===== src/rtl/pc_fetch_ctrl_pkg.sv =====
// Shared definitions for the instruction fetch controller: default widths,
// the NOP encoding and the fetch state encodings.
package pc_fetch_ctrl_pkg;

    localparam int ADDR_W_DEF = 8;
    localparam int INSN_W_DEF = 32;

    localparam logic [INSN_W_DEF-1:0] NOP_INSN = '0;

    typedef enum logic [1:0] {
        ST_BOOT = 2'd0,
        ST_RUN  = 2'd1,
        ST_HALT = 2'd2
    } fetch_state_e;

endpackage


===== src/rtl/pc_sat_counter.sv =====
// Saturating up-counter: increments on en and sticks at all-ones.
module pc_sat_counter #(
    parameter int CNT_W = 16
) (
    input  logic             clk,
    input  logic             rst_n,
    input  logic             en,
    output logic [CNT_W-1:0] cnt
);

    localparam logic [CNT_W-1:0] CNT_ONE = CNT_W'(1);

    always_ff @(posedge clk or negedge rst_n) begin
        if (!rst_n) begin
            cnt <= '0;
        end else if (en && (cnt != '1)) begin
            cnt <= cnt + CNT_ONE;
        end
    end

endmodule


===== src/rtl/pc_fetch_ctrl.sv =====
// Program counter and fetch sequencing for a 1-cycle-latency instruction
// memory: boot, sequential advance, zero-bubble redirect, stall replay, halt.
module pc_fetch_ctrl
    import pc_fetch_ctrl_pkg::*;
#(
    parameter int                ADDR_W   = ADDR_W_DEF,
    parameter int                INSN_W   = INSN_W_DEF,
    parameter logic [ADDR_W-1:0] RESET_PC = '0,
    parameter int                CNT_W    = 16
) (
    input  logic              clk,
    input  logic              rst_n,
    input  logic              stall,
    input  logic              br_taken,
    input  logic [ADDR_W-1:0] br_target,
    input  logic              halt_req,
    output logic [ADDR_W-1:0] npc,
    input  logic [INSN_W-1:0] ir_in,
    input  logic [ADDR_W-1:0] pc_in,
    output logic              if_valid,
    output logic [INSN_W-1:0] if_ir,
    output logic [ADDR_W-1:0] if_pc,
    output logic              halted,
    output logic [CNT_W-1:0]  fetch_cnt
);

    localparam logic [ADDR_W-1:0] PC_ONE = ADDR_W'(1);

    fetch_state_e      state;
    logic [ADDR_W-1:0] pc_q;
    logic [ADDR_W-1:0] f_pc_q;
    logic              valid_q;

    // Replaying f_pc_q makes the memory recapture the held word during a stall.
    always_comb begin
        if (br_taken) begin
            npc = br_target;
        end else if (stall && valid_q) begin
            npc = f_pc_q;
        end else if (state == ST_HALT) begin
            npc = f_pc_q;
        end else begin
            npc = pc_q;
        end
    end

    always_ff @(posedge clk or negedge rst_n) begin
        if (!rst_n) begin
            state   <= ST_BOOT;
            pc_q    <= RESET_PC;
            f_pc_q  <= '0;
            valid_q <= 1'b0;
        end else begin
            case (state)
                ST_BOOT: begin
                    // A redirect during boot is honoured so npc and f_pc_q stay in step.
                    if (br_taken) begin
                        f_pc_q <= br_target;
                        pc_q   <= br_target + PC_ONE;
                    end else begin
                        f_pc_q <= pc_q;
                        pc_q   <= pc_q + PC_ONE;
                    end
                    valid_q <= 1'b1;
                    state   <= ST_RUN;
                end
                ST_RUN: begin
                    if (br_taken) begin
                        f_pc_q  <= br_target;
                        pc_q    <= br_target + PC_ONE;
                        valid_q <= 1'b1;
                    end else if (halt_req) begin
                        valid_q <= 1'b0;
                        state   <= ST_HALT;
                    end else if (!(stall && valid_q)) begin
                        f_pc_q  <= pc_q;
                        pc_q    <= pc_q + PC_ONE;
                        valid_q <= 1'b1;
                    end
                end
                ST_HALT: begin
                    if (br_taken) begin
                        f_pc_q  <= br_target;
                        pc_q    <= br_target + PC_ONE;
                        valid_q <= 1'b1;
                        state   <= ST_RUN;
                    end
                end
                default: begin
                    valid_q <= 1'b0;
                    state   <= ST_BOOT;
                end
            endcase
        end
    end

    assign if_valid = valid_q;
    assign halted   = (state == ST_HALT);
    assign if_ir    = valid_q ? ir_in : INSN_W'(NOP_INSN);
    assign if_pc    = valid_q ? pc_in : '0;

    pc_sat_counter #(
        .CNT_W (CNT_W)
    ) u_fetch_cnt (
        .clk   (clk),
        .rst_n (rst_n),
        .en    (valid_q && !stall),
        .cnt   (fetch_cnt)
    );

endmodule


===== config.mk =====
export PLATFORM = sky130hd
export DESIGN_NAME = pc_fetch_ctrl
export DESIGN_NICKNAME = d
export VERILOG_FILES = /design/src/rtl/pc_fetch_ctrl_pkg.sv /design/src/rtl/pc_sat_counter.sv /design/src/rtl/pc_fetch_ctrl.sv
export SDC_FILE = /design/constraint.sdc
export NUM_CORES = 1
export LEC_CHECK = 0
export BUFFER_PORTS_ARGS = -buffer_cell sky130_fd_sc_hd__buf_2
export CAP_MARGIN = 20
export CELL_PAD_IN_SITES_DETAIL_PLACEMENT = 0
export CELL_PAD_IN_SITES_GLOBAL_PLACEMENT = 1
export CORE_ASPECT_RATIO = 0.6
export CORE_MARGIN = 3
export CORE_UTILIZATION = 33
export DETAILED_ROUTE_END_ITERATION = 8
export PLACE_DENSITY = 0.83
export SETUP_SLACK_MARGIN = 0.02
export SLEW_MARGIN = 10
export SYNTH_ARGS = -nofsm -noshare
export SYNTH_HDL_FRONTEND = slang
export SYNTH_SLANG_ARGS = --single-unit

===== constraint.sdc =====
create_clock -name clk -period 1.9 [get_ports clk]
set_input_delay 0.38 -clock clk [delete_from_list [all_inputs] [get_ports clk]]
set_output_delay 0.38 -clock clk [all_outputs]
set_load 0.05 [all_outputs]

Yosys cells after proc, flatten, opt, wreduce, memory -nomap -nowiden

Cells that the tools add are included.

Bits in registers: 35
Bits of input ports: 53
Output and inout port bits: 66
Logic and storage cells: 52

$add $sub $neg: 3
Equal/unequal tests: 9
Mux-type cells: 26
Reductions and logical operators: 9

Operators with widths:

| operator                                                              | number |
|---|---|
| 8-bit two-way mux                                                     | 14 |
| 8-bit case mux with 3 select lines                                    | 2 |
| 32-bit two-way mux                                                    | 1 |
| 16-bit by 1-bit adder with 16-bit output, second input constant       | 1 |
| 8-bit by 1-bit adder with 8-bit output, second input constant         | 2 |
| 16-bit != test, second input constant                                 | 1 |
| 2-bit two-way mux                                                     | 3 |
| 2-bit != test, second input constant                                  | 3 |
| 3-bit != test, second input constant                                  | 2 |
| 2-bit case mux with 3 select lines                                    | 1 |
| 1-bit two-way mux                                                     | 4 |
| 4-bit != test, second input constant                                  | 1 |
| 4-bit AND reduction                                                   | 1 |
| 1-bit logical AND                                                     | 3 |
| 1-bit case mux with 3 select lines                                    | 1 |
| 3-bit AND reduction                                                   | 1 |
| 3-bit nonzero test                                                    | 1 |
| 2-bit by 1-bit equality test with 1-bit output, second input constant | 1 |
| 2-bit equality test, second input constant                            | 1 |
| 2-bit zero test                                                       | 1 |
| 2-bit AND reduction                                                   | 1 |
| 1-bit zero test                                                       | 1 |

Longest topological paths before layout

Depth in word-level cells: 5
Depth in mapped cells: 6
Gate-level depth less buffers: 5

Modules after synthesis

Synthesis repeated with hierarchy kept, for this count alone.

Cells, all modules: 277
Area, all modules: 2504.9 µm²

Modules (own cells, without submodules):

| module         | instances | cells each | area each (µm²) | seq. area each (µm²) |
|---|---|---|---|---|
| pc_fetch_ctrl  | 1         | 205        | 1645.3          | 475.5 |
| pc_sat_counter | 1         | 72         | 859.6           | 400.4 |

Worst setup path before layout

No wires, ideal clock.

Path kind: flip-flop to output port
Start point: reg valid_q (netlist: if_valid)
End point: out npc[0]
Arrival time: 2.414 ns
Required time: 1.520 ns
Path slack: -0.894 ns
Cell stages (with the launch flop): 6
Path buffers: 1
Path through: dfrtp_1 > buf_2 > nand2_1 > nand2_1 > mux2i_1 > o21ai_0

Cells in the longest elaborated chain, start to end: 3

RTL lines:

| what                     | line                | RTL |
|---|---|---|
| start: declaration       | pc_fetch_ctrl.sv:32 | `logic valid_q;` |
| start signal: assignment | pc_fetch_ctrl.sv:52 | `valid_q <= 1'b0;` |
| start signal: assignment | pc_fetch_ctrl.sv:64 | `valid_q <= 1'b1;` |
| start signal: assignment | pc_fetch_ctrl.sv:71 | `valid_q <= 1'b1;` |
| 1-bit logical AND        | pc_fetch_ctrl.sv:38 | `end else if (stall && valid_q) begin` |
| 8-bit two-way mux        | pc_fetch_ctrl.sv:38 |  |
| 8-bit two-way mux        | pc_fetch_ctrl.sv:36 | `if (br_taken) begin` |
| end: declaration         | pc_fetch_ctrl.sv:17 | `output logic [ADDR_W-1:0] npc,` |

Every way passes these cells.

Worst setup path in the final report

Start point: reg valid_q (netlist: if_valid)
End point: out npc[4]

Same word-level chain as after synthesis.

==> flow_summary.yaml <==
synth:
  syn-num-nets: 329
  synthesis.area_um2: 2447
  synth_edf_count: 0
  ys_ff_latch: 35
  avgSynthCellArea_um2: 8.965
  synth_ff_type: "dfrtp_1"
  syn_inst: 273
  async_flop_share: 1.000
  seq_area_frac_synth: 0.3579
  ys_warn_count: 0
  ys_types: 50
sta:
  fin_crit_sh: 1.005
  fin_setup_tns_ns: -0.01038
  rsz0062_at_grt: "true"
  hold_viol: 0
  setup_viol_count_final: 1
  hold_ws_ns: 0.03525
  final_max_slew_viol_count: 0
  skew_ns: 0.005538
  clock.fmax_ghz: 0.5235
  fin_crit_ns: 1.910
  setup_slack_ns: -0.01038
  worst_pin_slew_ns: 0.5017
  slew_headroom: 0.6655
status:
  violations: "setup timing"
  status: "finished, violations left"
setup_path:
  ff2ff_path_depth: 5
  crit_path_max_fanout: 4
  critPathBufInv: 2
  critPathTopFamily: "flip-flops"
  cp.required_ns: 1.52
  path_depth: 6
  cp_cell_sequence: "nand2_2 -> nand2_4 -> buf_12 -> mux2i_4 -> o21ai_4 -> buf_6"
  cp-start-kind: "register"
  path_class: "register to output port"
  crit_slowest_cell: "dfrtp_2"
  cpPeakStageDelay_ns: 0.43
  critPathCaptureType: "output port"
  critPathArrivalTime_ns: 1.53
global_routing:
  grt_start_max_net_pins: 45
  grt_usage: 0.1933
  grt_pass1_wl_um: 12850
  grt_pass1_vias: 2516
  overflow: 0
  antenna_found_initial: 0
clock_tree:
  h-tree-depth: 2
  clock-sinks: 35
  clkTransAtPathRegs_ns: 0.06
  cts_tree: "done"
  clk_path_buf_depth: 2
  root_buffer: "clkbuf_16"
  cts_hold_buf: 0
  cts_made_buffers: 5
  clk-insertion-delay-late_ns: 0.28
die:
  start_util: 0.3529
  fp.coreArea_um2: 6935
  ioPinCount: 119
  die_area_um2: 8519
  die_w_um: 117.2
  fp.dieH_um: 72.71
  rows: 23
drt:
  detail-route-antenna-nets: 0
  viasPerCell: 4.948
  drt_iter0_markers: 103
  drt-total-wl_um: 8154
  dr.pass1.iters: 4
  wl_per_cell_um: 16.24
  drc: 0
  num_vias: 2484
layout:
  regArea_um2: 882.1
  area_delta_synth_final_pct: 53.48
  n_fill_cell: 645
  multi_input_area_um2: 1712
  antenna_cells: 0
  nets: 457
  drive_gt1_frac: 0.4552
placed_design:
  dp.final_hpwl_um: 6266
  port_buffers: 118
  gp_congestion: 0.8712
power_and_ir_drop:
  leakagePower_nw: 1.805
  power_density_nw_per_um2: 1108
  peakVddDrop_mv: 0.4506
worst_hold_path:
  hold_path_class: "input pin to asynchronous set/reset pin"
job:
  cap_viol_max_count: 0
worst paths after layout:
| kind | start | end | slack [ns] |
|---|---|---|---|
| max | if_valid$_DFFE_PN0P_ | npc[4] | -0.01 |
| min | rst_n | u_fetch_cnt.cnt[11]$_DFFE_PN0P_ | 0.04 |
| max reg2reg | if_valid$_DFFE_PN0P_ | u_fetch_cnt.cnt[15]$_DFFE_PN0P_ | 0.16 |
| min reg2reg | u_fetch_cnt.cnt[0]$_DFFE_PN0P_ | u_fetch_cnt.cnt[0]$_DFFE_PN0P_ | 0.50 |
| max in group asynchronous | rst_n | u_fetch_cnt.cnt[2]$_DFFE_PN0P_ | 1.41 |
| min in group clk | br_target[0] | pc_q[0]$_DFFE_PN0P_ | 0.36 |
registers in the layout (all words and copies together), names as in the netlist:
signal / cells
f_pc_q: 8
if_valid: 1
pc_q: 8
state: 2
u_fetch_cnt.cnt: 16
through the flow:
step,instance area [µm²],std cells,util,setup slack [ns],total power [W]
2_1_floorplan,2546,273,-,0.02067,0.002408
3_3_place_gp,3344,491,0.4822,0.1022,0.002846
3_5_place_dp,3344,491,0.4822,0.06253,0.002881
4_1_cts,3750,502,0.5407,0.01159,0.004186
5_1_grt,3756,502,0.5416,-0.05608,0.004375
6_report,3756,502,0.5416,-0.01038,0.004162
synthesized netlist by cell type (all sizes together) (9+ instances only):
cell	n	area share
and2	41	0.10
nand2	36	0.055
a31oi	10	0.026
nor2	19	0.029
o21ai	11	0.022
xor2	11	0.039
nor3	9	0.020
dfrtp	35	0.36
nand3	10	0.022
mux2i	10	0.041
worst reg2reg max path: cells and delay by family, from the launching register on:
family                    cells  cell delay (ns)
xor gates and xnor gates      1             0.19
buffers and inverters         1             0.24
and+or+nand+nor               3             0.85
DFF                           1             0.39
cell type report:
type / count / share of cell area
Multi-Input combinational cell: 222 / 0.4557
Sequential cell: 35 / 0.2348
Timing Repair Buffer: 135 / 0.2229
Clock buffer: 5 / 0.03331
Tap cell: 100 / 0.03331
Clock inverter: 3 / 0.01799
Inverter: 2 / 0.001999
per-layer routing:
| metal | vias up | part of all wire | track usage |
|---|---|---|---|
| li1 | 1226 | - | - |
| met1 | 1170 | 0.45 | 0.2579 |
| met2 | 83 | 0.47 | 0.3177 |
| met3 | 5 | 0.070 | 0.05054 |
| met4 | 0 | 0.0066 | 0.03944 |
| met5 | - | 0 | 0 |
kinds of logic (layout without fill, tap and decap cells):
group,after synthesis,count (layout),share of synthesized area
and+or+nand+nor,144,144,0.3492
AOI/OAI and AO/OA,45,45,0.1319
DFF,35,35,0.3579
xor gates and xnor gates,17,17,0.06084
buffers and inverters,16,145,0.03016
muxes,13,13,0.05470
adders and majority gates,3,3,0.01534
timing repair:
action,in CTS,in global routing
setup buffers,3,0
cloned,0,0
resized for setup,35,3
setup endpoints to repair,8,39
pin swaps,2,1
cell usage in the layout, fill, tap and decap left out, types with 2 or more instances in the layout:
| cell type | instances |
|---|---|
| nand4_1 | 3 |
| nand2b_1 | 6 |
| ha_1 | 3 |
| mux2_2 | 2 |
| buf_4 | 12 |
| xor2_1 | 11 |
| dfrtp_1 | 30 |
| buf_12 | 5 |
| buf_6 | 9 |
| bufinv_16 | 2 |
| nor3_1 | 8 |
| and2_1 | 41 |
| nand3_1 | 9 |
| mux2i_4 | 8 |
| a31oi_1 | 10 |
| clkbuf_16 | 5 |
| a311oi_1 | 2 |
| o21ai_4 | 8 |
| dfrtp_2 | 5 |
| buf_2 | 109 |
| o21ai_0 | 3 |
| nor4_2 | 2 |
| o21bai_1 | 2 |
| a21oi_1 | 6 |
| mux2i_1 | 2 |
| inv_1 | 2 |
| and3_1 | 3 |
| nor3b_1 | 2 |
| xnor2_1 | 6 |
| nand4_4 | 4 |
| nand2_1 | 34 |
| nor2_1 | 19 |
power by group:
group          switching (W)  internal, W
sequential          0.000277     0.000922
clock               0.000326     0.000752
combinational        0.00122     0.000668
total                0.00182      0.00234
(Power assumes the default switching activity.)
